$ cat src/rtl/hb_dec_seq.sv
// hb_dec_seq: sequencer and MAC datapath for a 15-tap halfband decimate-by-2
// FIR. Samples are written into an external 16x16 dual-read RAM; every second
// sample starts a walk over the 4 symmetric tap pairs plus the centre tap,
// pre-add -> multiply -> accumulate, then round/saturate to one output sample.
module hb_dec_seq (
    input  logic        clock,
    input  logic        reset_n,
    input  logic        strobe_in,
    input  logic [15:0] data_in,
    output logic        ram_write,
    output logic [3:0]  ram_wr_addr,
    output logic [15:0] ram_wr_data,
    output logic [3:0]  ram_rd_addr1,
    input  logic [15:0] ram_rd_data1,
    output logic [3:0]  ram_rd_addr2,
    input  logic [15:0] ram_rd_data2,
    output logic        strobe_out,
    output logic [15:0] data_out,
    output logic        overrun
);

    localparam int unsigned DW   = 16;        // sample width
    localparam int unsigned AW   = 4;         // RAM address width
    localparam int unsigned PW   = DW + 1;    // pre-adder width
    localparam int unsigned CW   = 16;        // coefficient width
    localparam int unsigned MW   = PW + CW;   // product width
    localparam int unsigned ACCW = 36;        // accumulator width
    localparam int unsigned KW   = 3;         // term index width
    localparam int unsigned SH   = 15;        // Q1.15 scaling shift

    localparam logic signed [CW-1:0] C0 = -16'sd256;
    localparam logic signed [CW-1:0] C1 = 16'sd1024;
    localparam logic signed [CW-1:0] C2 = -16'sd2560;
    localparam logic signed [CW-1:0] C3 = 16'sd9984;
    localparam logic signed [CW-1:0] CC = 16'sd16384;

    localparam logic [AW-1:0] FILL_FULL = 4'd15;
    localparam logic [KW-1:0] LAST_K    = 3'd4;
    localparam logic [1:0]    LAST_DR   = 2'd3;

    localparam logic signed [ACCW-1:0] RND     = 36'sd16384;
    localparam logic signed [ACCW-1:0] SAT_MAX = 36'sd32767;
    localparam logic signed [ACCW-1:0] SAT_MIN = -36'sd32768;

    typedef enum logic [1:0] {
        ST_IDLE  = 2'd0,
        ST_ISSUE = 2'd1,
        ST_DRAIN = 2'd2
    } state_t;

    // control state
    state_t          state_q;
    logic [AW-1:0]   wr_ptr_q;
    logic            phase_q;
    logic [AW-1:0]   fill_q;
    logic [AW-1:0]   base_q;
    logic [KW-1:0]   k_q;
    logic [1:0]      drain_q;
    logic            fire_q;
    logic [AW-1:0]   rd_addr1_q;
    logic [AW-1:0]   rd_addr2_q;
    logic            strobe_out_q;
    logic [DW-1:0]   data_out_q;
    logic            overrun_q;

    // datapath pipeline
    logic                    rdv_q;
    logic [KW-1:0]           rdk_q;
    logic                    psv_q;
    logic [KW-1:0]           psk_q;
    logic signed [PW-1:0]    presum_q;
    logic signed [PW-1:0]    presum_d;
    logic                    prv_q;
    logic [KW-1:0]           prk_q;
    logic signed [MW-1:0]    product_q;
    logic signed [MW-1:0]    product_d;
    logic signed [ACCW-1:0]  acc_q;
    logic signed [ACCW-1:0]  acc_d;

    // combinational helpers
    logic                    start_c;
    logic                    drop_c;
    logic [KW-1:0]           k_nxt_c;
    logic [AW-1:0]           two_k_c;
    logic [AW-1:0]           addr1_nxt_c;
    logic [AW-1:0]           addr2_nxt_c;
    logic signed [DW-1:0]    rd1_s;
    logic signed [DW-1:0]    rd2_s;
    logic signed [CW-1:0]    coef_c;
    logic signed [ACCW-1:0]  rnd_c;
    logic signed [ACCW-1:0]  shf_c;
    logic signed [DW-1:0]    sat_c;

    // write side is a straight pass-through so a write is never blocked
    assign ram_write    = strobe_in;
    assign ram_wr_addr  = wr_ptr_q;
    assign ram_wr_data  = data_in;
    assign ram_rd_addr1 = rd_addr1_q;
    assign ram_rd_addr2 = rd_addr2_q;
    assign strobe_out   = strobe_out_q;
    assign data_out     = data_out_q;
    assign overrun      = overrun_q;

    assign rd1_s = ram_rd_data1;
    assign rd2_s = ram_rd_data2;

    // odd-phase sample either starts a computation or is dropped as overrun
    assign start_c = strobe_in & phase_q & (state_q == ST_IDLE);
    assign drop_c  = strobe_in & phase_q & (state_q != ST_IDLE);

    // read addresses for the next issue term: pair k walks inward from both ends
    always_comb begin
        k_nxt_c     = k_q + 3'd1;
        two_k_c     = {k_nxt_c, 1'b0};
        addr1_nxt_c = base_q - two_k_c;
        addr2_nxt_c = base_q + 4'd2 + two_k_c;
        if (k_nxt_c == LAST_K) begin
            addr1_nxt_c = base_q - 4'd7;
            addr2_nxt_c = base_q - 4'd7;
        end
    end

    // coefficient for the term sitting in the multiplier stage
    always_comb begin
        coef_c = CC;
        case (psk_q)
            3'd0:    coef_c = C0;
            3'd1:    coef_c = C1;
            3'd2:    coef_c = C2;
            3'd3:    coef_c = C3;
            default: coef_c = CC;
        endcase
    end

    // pre-add, multiply and accumulate next values
    always_comb begin
        presum_d = {rd1_s[DW-1], rd1_s} + {rd2_s[DW-1], rd2_s};
        if (rdk_q == LAST_K) begin
            presum_d = {rd1_s[DW-1], rd1_s};
        end
        product_d = MW'(presum_q) * MW'(coef_c);
        acc_d     = acc_q + ACCW'(product_q);
        if (prk_q == '0) begin
            acc_d = ACCW'(product_q);
        end
    end

    // round half-up in Q1.15, then clamp to the 16-bit signed range
    always_comb begin
        rnd_c = acc_q + RND;
        shf_c = rnd_c >>> SH;
        sat_c = shf_c[DW-1:0];
        if (shf_c > SAT_MAX) begin
            sat_c = 16'sh7FFF;
        end else if (shf_c < SAT_MIN) begin
            sat_c = 16'sh8000;
        end
    end

    // input bookkeeping: write pointer, decimation phase, priming fill count
    always_ff @(posedge clock) begin
        if (!reset_n) begin
            wr_ptr_q  <= '0;
            phase_q   <= 1'b0;
            fill_q    <= '0;
            overrun_q <= 1'b0;
        end else begin
            if (strobe_in) begin
                wr_ptr_q <= wr_ptr_q + 4'd1;
                phase_q  <= ~phase_q;
                if (fill_q != FILL_FULL) begin
                    fill_q <= fill_q + 4'd1;
                end
            end
            if (drop_c) begin
                overrun_q <= 1'b1;
            end
        end
    end

    // sequencer FSM: issue 5 read terms, wait out the pipeline, emit result
    always_ff @(posedge clock) begin
        if (!reset_n) begin
            state_q      <= ST_IDLE;
            base_q       <= '0;
            k_q          <= '0;
            drain_q      <= '0;
            fire_q       <= 1'b0;
            rd_addr1_q   <= '0;
            rd_addr2_q   <= '0;
            strobe_out_q <= 1'b0;
            data_out_q   <= '0;
        end else begin
            strobe_out_q <= 1'b0;
            case (state_q)
                ST_IDLE: begin
                    if (start_c) begin
                        state_q    <= ST_ISSUE;
                        base_q     <= wr_ptr_q;
                        k_q        <= '0;
                        fire_q     <= (fill_q == FILL_FULL);
                        rd_addr1_q <= wr_ptr_q;
                        rd_addr2_q <= wr_ptr_q + 4'd2;
                    end
                end
                ST_ISSUE: begin
                    if (k_q == LAST_K) begin
                        state_q <= ST_DRAIN;
                        drain_q <= '0;
                    end else begin
                        k_q        <= k_nxt_c;
                        rd_addr1_q <= addr1_nxt_c;
                        rd_addr2_q <= addr2_nxt_c;
                    end
                end
                ST_DRAIN: begin
                    if (drain_q == LAST_DR) begin
                        state_q <= ST_IDLE;
                        if (fire_q) begin
                            strobe_out_q <= 1'b1;
                            data_out_q   <= sat_c;
                        end
                    end else begin
                        drain_q <= drain_q + 2'd1;
                    end
                end
                default: begin
                    state_q <= ST_IDLE;
                end
            endcase
        end
    end

    // read-data / pre-add / multiply / accumulate pipeline with term tags
    always_ff @(posedge clock) begin
        if (!reset_n) begin
            rdv_q     <= 1'b0;
            rdk_q     <= '0;
            psv_q     <= 1'b0;
            psk_q     <= '0;
            presum_q  <= '0;
            prv_q     <= 1'b0;
            prk_q     <= '0;
            product_q <= '0;
            acc_q     <= '0;
        end else begin
            rdv_q <= (state_q == ST_ISSUE);
            rdk_q <= k_q;
            psv_q <= rdv_q;
            psk_q <= rdk_q;
            if (rdv_q) begin
                presum_q <= presum_d;
            end
            prv_q <= psv_q;
            prk_q <= psk_q;
            if (psv_q) begin
                product_q <= product_d;
            end
            if (prv_q) begin
                acc_q <= acc_d;
            end
        end
    end

endmodule
$ cat config.mk
export PLATFORM = sky130hd
export DESIGN_NAME = hb_dec_seq
export DESIGN_NICKNAME = d
export VERILOG_FILES = /design/src/rtl/hb_dec_seq.sv
export SDC_FILE = /design/constraint.sdc
export NUM_CORES = 1
export LEC_CHECK = 0
export BUFFER_PORTS_ARGS = -buffer_cell sky130_fd_sc_hd__buf_4
export CAP_MARGIN = 20
export CORE_MARGIN = 2
export CORE_UTILIZATION = 26
export CTS_CLUSTER_SIZE = 8
export DETAILED_ROUTE_END_ITERATION = 8
export PLACE_DENSITY = 0.44
export SYNTH_ARGS = -nofsm -noshare
export SYNTH_HDL_FRONTEND = slang
export SYNTH_SLANG_ARGS = --single-unit
$ cat constraint.sdc
create_clock -name clock -period 6.4 [get_ports clock]
set_input_delay 0.32 -clock clock [delete_from_list [all_inputs] [get_ports clock]]
set_output_delay 0.32 -clock clock [all_outputs]
set_load 0.01 [all_outputs]
After elaboration in Yosys (flattened, before gate mapping) --
Cells that the tools add are included.
Storage, ports and cells: flip-flop bits (word level) 145, bits in latches 0, RAM bits 0, memory bits (read-only) 0, input port bits 51, output and inout port bits 47, word-level logic and storage cells 94, memories kept 0
Operators by class: add/subtract/negate cells 12, multipliers 1, div/mod/pow operators 0, $lt $le $gt $ge 2, equality and inequality tests 16, shifts and indexed selects 0, muxes and demuxes 24, bitwise gates (word level) 4, reductions and logical operators 13
Operators with widths (count):
- one-hot mux 16 bit (4 select lines) | 1
- adder 36 x 16 -> 36 bit, second input constant | 1
- adder 36 x 33 -> 36 bit | 1
- 2-to-1 mux 36 bit | 1
- multiplier 17 x 16 -> 33 bit | 1
- 2-to-1 mux 16 bit | 2
- 2-to-1 mux 4 bit | 6
- greater-than comparator 21 x 16 -> 1 bit, second input constant | 1
- less-than comparator 21 x 16 -> 1 bit, second input constant | 1
- adder 16 x 16 -> 17 bit | 1
- 2-to-1 mux 17 bit | 1
- one-hot mux 4 bit (2 select lines) | 2
- AND reduction 3 bit | 5
- 2-to-1 mux 2 bit | 5
- inequality test 2 bit, second input constant | 5
- equality test 3 bit, second input constant | 3
- adder 4 x 1 -> 4 bit, second input constant | 2
- adder 4 x 2 -> 4 bit, second input constant | 2
- equality test 3 x 2 -> 1 bit, second input constant | 2
- logical NOT 3 bit | 2
- 2-to-1 mux 3 bit | 2
- one-hot mux 2 bit (3 select lines) | 1
- one-hot mux 3 bit (2 select lines) | 1
- nonzero test 2 bit | 3
- other kinds (16) | 20

Longest topological paths before layout --
word-level depth 5, depth in mapped cells 25, gate-level depth less buffers 24

Worst setup path before layout --
OpenSTA, ideal clock, no wires.
path type reg2reg, from register psk_q[0], to register product_q[32], setup time 0.135 ns, arrival time 6.089 ns, required time 6.265 ns, path slack 0.176 ns, stages on the path, launching flop included 23, path buffers 2, period minus slack after synthesis 6.224 ns, cells stage by stage dfxtp_1 > clkbuf_1 > a21oi_1 > clkbuf_1 > nand2_1 > fa_1 > fa_1 > inv_1 > fa_1 > fa_1 > inv_1 > fa_1 > inv_1 > ha_1 > fa_1 > a211oi_1 > o211ai_1 > a41oi_1 > o211a_1 > o21ai_0 > a31oi_1 > xnor2_1 > o22ai_1
Between the ends: word-level cells in the longest chain between the ends 3, elaborated cells between the ends (all ways) 6, those cells by class 1 x mul; 3 x eq/ne; 1 x mux; 1 x reduce/logical
Ends and longest elaborated chain:
- from (decl) | RTL line 70 | logic [KW-1:0] psk_q;
- from (signal assigned) | RTL line 250 | psk_q <= rdk_q;
- equality test 3 x 2 -> 1 bit (tied with other cells) | RTL line 126 | case (psk_q)
- one-hot mux 16 bit (4 select lines) * | RTL line 126
- multiplier 17 x 16 -> 33 bit * | RTL line 141 | product_d = MW'(presum_q) * MW'(coef_c);
- to (signal assigned) | RTL line 257 | product_q <= product_d;
- to (decl) | RTL line 75 | logic signed [MW-1:0] product_q;
Mark *: on every way between the ends. The rest lies on a longest branch, timed or not. A chain may end at the register's enable or synchronous reset.

Final worst setup path --
from register psk_q[2], to register product_q[28]
The elaborated chain is that of the path after synthesis.

==> flow_summary_export.csv <==
group,metric,value,unit
floorplan,core,49900,sq um
cells_and_area,area_growth,13.2,%
sta,setup_tns,0,ps
worst_setup_path,r2r_setup_slack,380,ps
placement,place_inst,2242,
route,drc,0,
cts,cts_root_buf,"clkbuf_16",
job,maxCapViolations,0,
floorplan,num_rows,82,
placement,gp_congestion,0.826,
logic_synthesis,yosysWarnings,0,
global_route,grt_max_degree,79,
sta,setup_violations,0,
cts,clk_pin_slew_worst_paths,70,ps
global_route,grt_pass1_vias,10700,
global_route,overflow,0,
route,dr.pass1.iters,5,
floorplan,dieArea,52100,sq um
sta,fmax,0.166,GHz
logic_synthesis,synth_edf_count,0,
placement,portBuffers,65,
cells_and_area,utilization,29.7,%
cts,clock_latency,440,ps
route,ant_nets,0,
logic_synthesis,synth_area,13100,sq um
route,vias_per_cell,4.66,
floorplan,io_pins,98,
logic_synthesis,synth_top_area_share,19.6,%
outcome,status,"complete, no violations",
cts,cts_buffers,17,
worst_setup_path,cp.required,6690,ps
worst_setup_path,crit_top_cell,"fa_1",
worst_setup_path,critPathArrivalTime,6310,ps
sta,rsz0062_at_grt,"no",
sta,post-route-min-period,6020,ps
sta,worstMarginPinSlew,1030,ps
cells_and_area,num-nets-final,1895,
hold_path,min_path_type,"primary input to flip-flop",
logic_synthesis,yosysUniqueCellTypes,79,
worst_setup_path,worst-path-max-fanout,20,
logic_synthesis,syn_avg_cell_area,8.36,sq um
worst_setup_path,endpoint_kind,"flip-flop",
pwr,p_leak,0.00665,uW
worst_setup_path,path_cells,"buf_4, nand2b_1, fa_1, fa_1, inv_1, fa_1, fa_1, inv_1, fa_1, inv_1, ha_1, fa_1, a211oi_2, o211ai_1, a41oi_2, buf_4, o21ai_0, a211oi_1, nor2_1, mux2i_1, nor2_1",
logic_synthesis,synthCells,1563,
cells_and_area,drive_above_1_share,8.98,%
cts,hold_buffers,0,
placement,dp_hpwl,26900,um
cells_and_area,num_antenna_cells,0,
logic_synthesis,yosys.area.top_type,"dfxtp_1",
global_route,grt_pass1_wl,55700,um
logic_synthesis,synth_flop_cell,"dfxtp_1",
cts,cts_tree,"done",
logic_synthesis,synth_fp_nets,1867,
global_route,antenna_found_initial,0,
logic_synthesis,ys_ff_latch,128,
route,vias,10600,
placement,pre_cts_slack,61.7,ps
sta,maxSlewViolCount,0,
worst_setup_path,critPathKind,"flip-flop to flip-flop",
cts,clock_path_buffers,2,
placement,dpl_cell_area,14200,sq um
sta,period_share,94.1,%
floorplan,dieHeight,228,um
route,drt_iter0_drc,495,
sta,slew_headroom,31.4,%
global_route,track_usage,13.1,%
sta,worst_clock_skew,11.5,ps
logic_synthesis,synth_async_sr_flop_share,0,%
worst_setup_path,max_stage_delay,550,ps
route,wirelength,33900,um
cells_and_area,final_cell_area,14800,sq um
worst_setup_path,r2r_cells,21,
cells_and_area,finalNonFillerCells,2276,
sta,fin_ws,379,ps
logic_synthesis,seq_area_frac_synth,19.6,%
sta,finalHoldViolCount,0,
hold_path,holdPathStages,3,
worst_setup_path,path_depth,21,
worst_setup_path,worst_setup_path_start_kind,"flip-flop",
worst_setup_path,cp_top_family,"adder cells",
floorplan,die_w,228,um
cts,h-tree-depth,4,
cells_and_area,final_common_cell,"inv_1",
worst_setup_path,crit_slowest_cell,"fa_1",
worst_setup_path,worst-path-buf-inv,5,
cells_and_area,final_cell_mix,"185 x inv_1, 175 x nor2_1, 141 x ha_1, 127 x dfxtp_1, 112 x fa_1",
pwr,ir_drop,0.151,mV
cts,clkSinkCount,128,
route,detail_route.wl_per_cell,14.9,um
pwr,p_per_area,246,nW/um^2
logic_synthesis,synth_area_leaders,"dfxtp_1 20%, fa_1 17%, ha_1 14%",
floorplan,start_util,26.2,%
logic make-up after synthesis:
| logic type | after synthesis | synth area share, % |
|---|---|---|
| AND/OR/NAND/NOR | 500 | 18.3 |
| XOR/XNOR | 71 | 4.76 |
| adder cells (fa/ha/maj) | 253 | 30.7 |
| buffers and inverters | 265 | 8.31 |
| flip-flops | 128 | 19.6 |
| multiplexers | 33 | 2.55 |
| AO/OA/AOI/OAI | 313 | 15.8 |
cell usage after synthesis (7+ instances only):
master / number
mux2i_1: 31
xor2_1: 25
o21ai_0: 58
and2_1: 41
o21ai_1: 13
a31oi_1: 16
buf_2: 7
nor3_1: 25
dfxtp_1: 128
or3_1: 16
a21oi_1: 82
buf_4: 20
o21a_1: 11
nor2_1: 175
a21o_1: 23
ha_1: 141
o211ai_1: 22
nand2_1: 111
nand4_1: 10
and3_1: 10
nand2b_1: 31
nand3_1: 34
xnor2_1: 46
o21bai_1: 7
clkbuf_1: 47
a311oi_1: 13
or2_2: 7
nor2b_1: 14
a211oi_1: 18
fa_1: 112
inv_1: 185
flip-flops by register name, summed over array words and instances, names as in the netlist, 2 cells and up:
name and count:
fill_q 4, prk_q 3, psk_q 3, presum_q 17
ram_wr_addr 4, ram_rd_addr1 4, product_q 25, k_q 3
ram_rd_addr2 3, base_q 4, drain_q 2, data_out 16
rdk_q 3, acc_q 28, state_q 2
repair_timing:
action / CTS / global route
resized for setup: 0 / 5
buffers inserted: 0 / 0
endpoints found under the setup margin: 0 / 5
endpoints found under the hold margin: 0 / 0
metal layers:
layer	global-route usage [%]	routed length [um]
met5	0	0
met4	3.78	516
met3	1.78	794
met2	22.4	16300
met1	17.3	16300
through the flow:
step                power (uW)  hold slack (ps)
detailed placement        2670              471
CTS                       3710              141
global route              3980              171
global placement          2670              442
floorplan                 2230              431
finish                    3640              167
worst reg2reg max path, stage by stage (launching register included):
cell and delay [ps]:
dfxtp_2 410, buf_4 240, nand2b_1 230, fa_1 470
fa_1 490, inv_1 50, fa_1 500, fa_1 550
inv_1 50, fa_1 490, inv_1 40, ha_1 320
fa_1 510, a211oi_2 340, o211ai_1 170, a41oi_2 250
buf_4 160, o21ai_0 80, a211oi_1 270, nor2_1 70
mux2i_1 130, nor2_1 50
worst paths after layout:
path                       start                          to
min              ram_rd_data1[0]    presum_q[0]$_SDFFE_PN0P_
max reg2reg  psk_q[2]$_SDFF_PN0_  product_q[28]$_SDFFE_PN0P_
max          psk_q[2]$_SDFF_PN0_  product_q[28]$_SDFFE_PN0P_
min reg2reg  rdk_q[2]$_SDFF_PN0_         psk_q[2]$_SDFF_PN0_
area by class of cell:
class,count,area [sq um]
Sequential cell,128,2560
Inverter,187,702
Multi-Input combinational cell,1170,9450
Tap cell,672,841
Clock buffer,19,443
Fill cell,5431,35100
Clock inverter,13,151
Timing Repair Buffer,87,651
power breakdown:
| group | internal [uW] | switching [uW] |
|---|---|---|
| clock | 592 | 421 |
| sequential | 819 | 28.0 |
| combinational | 783 | 997 |
| total | 2190 | 1450 |
Power figures use the tool's default switching activity.
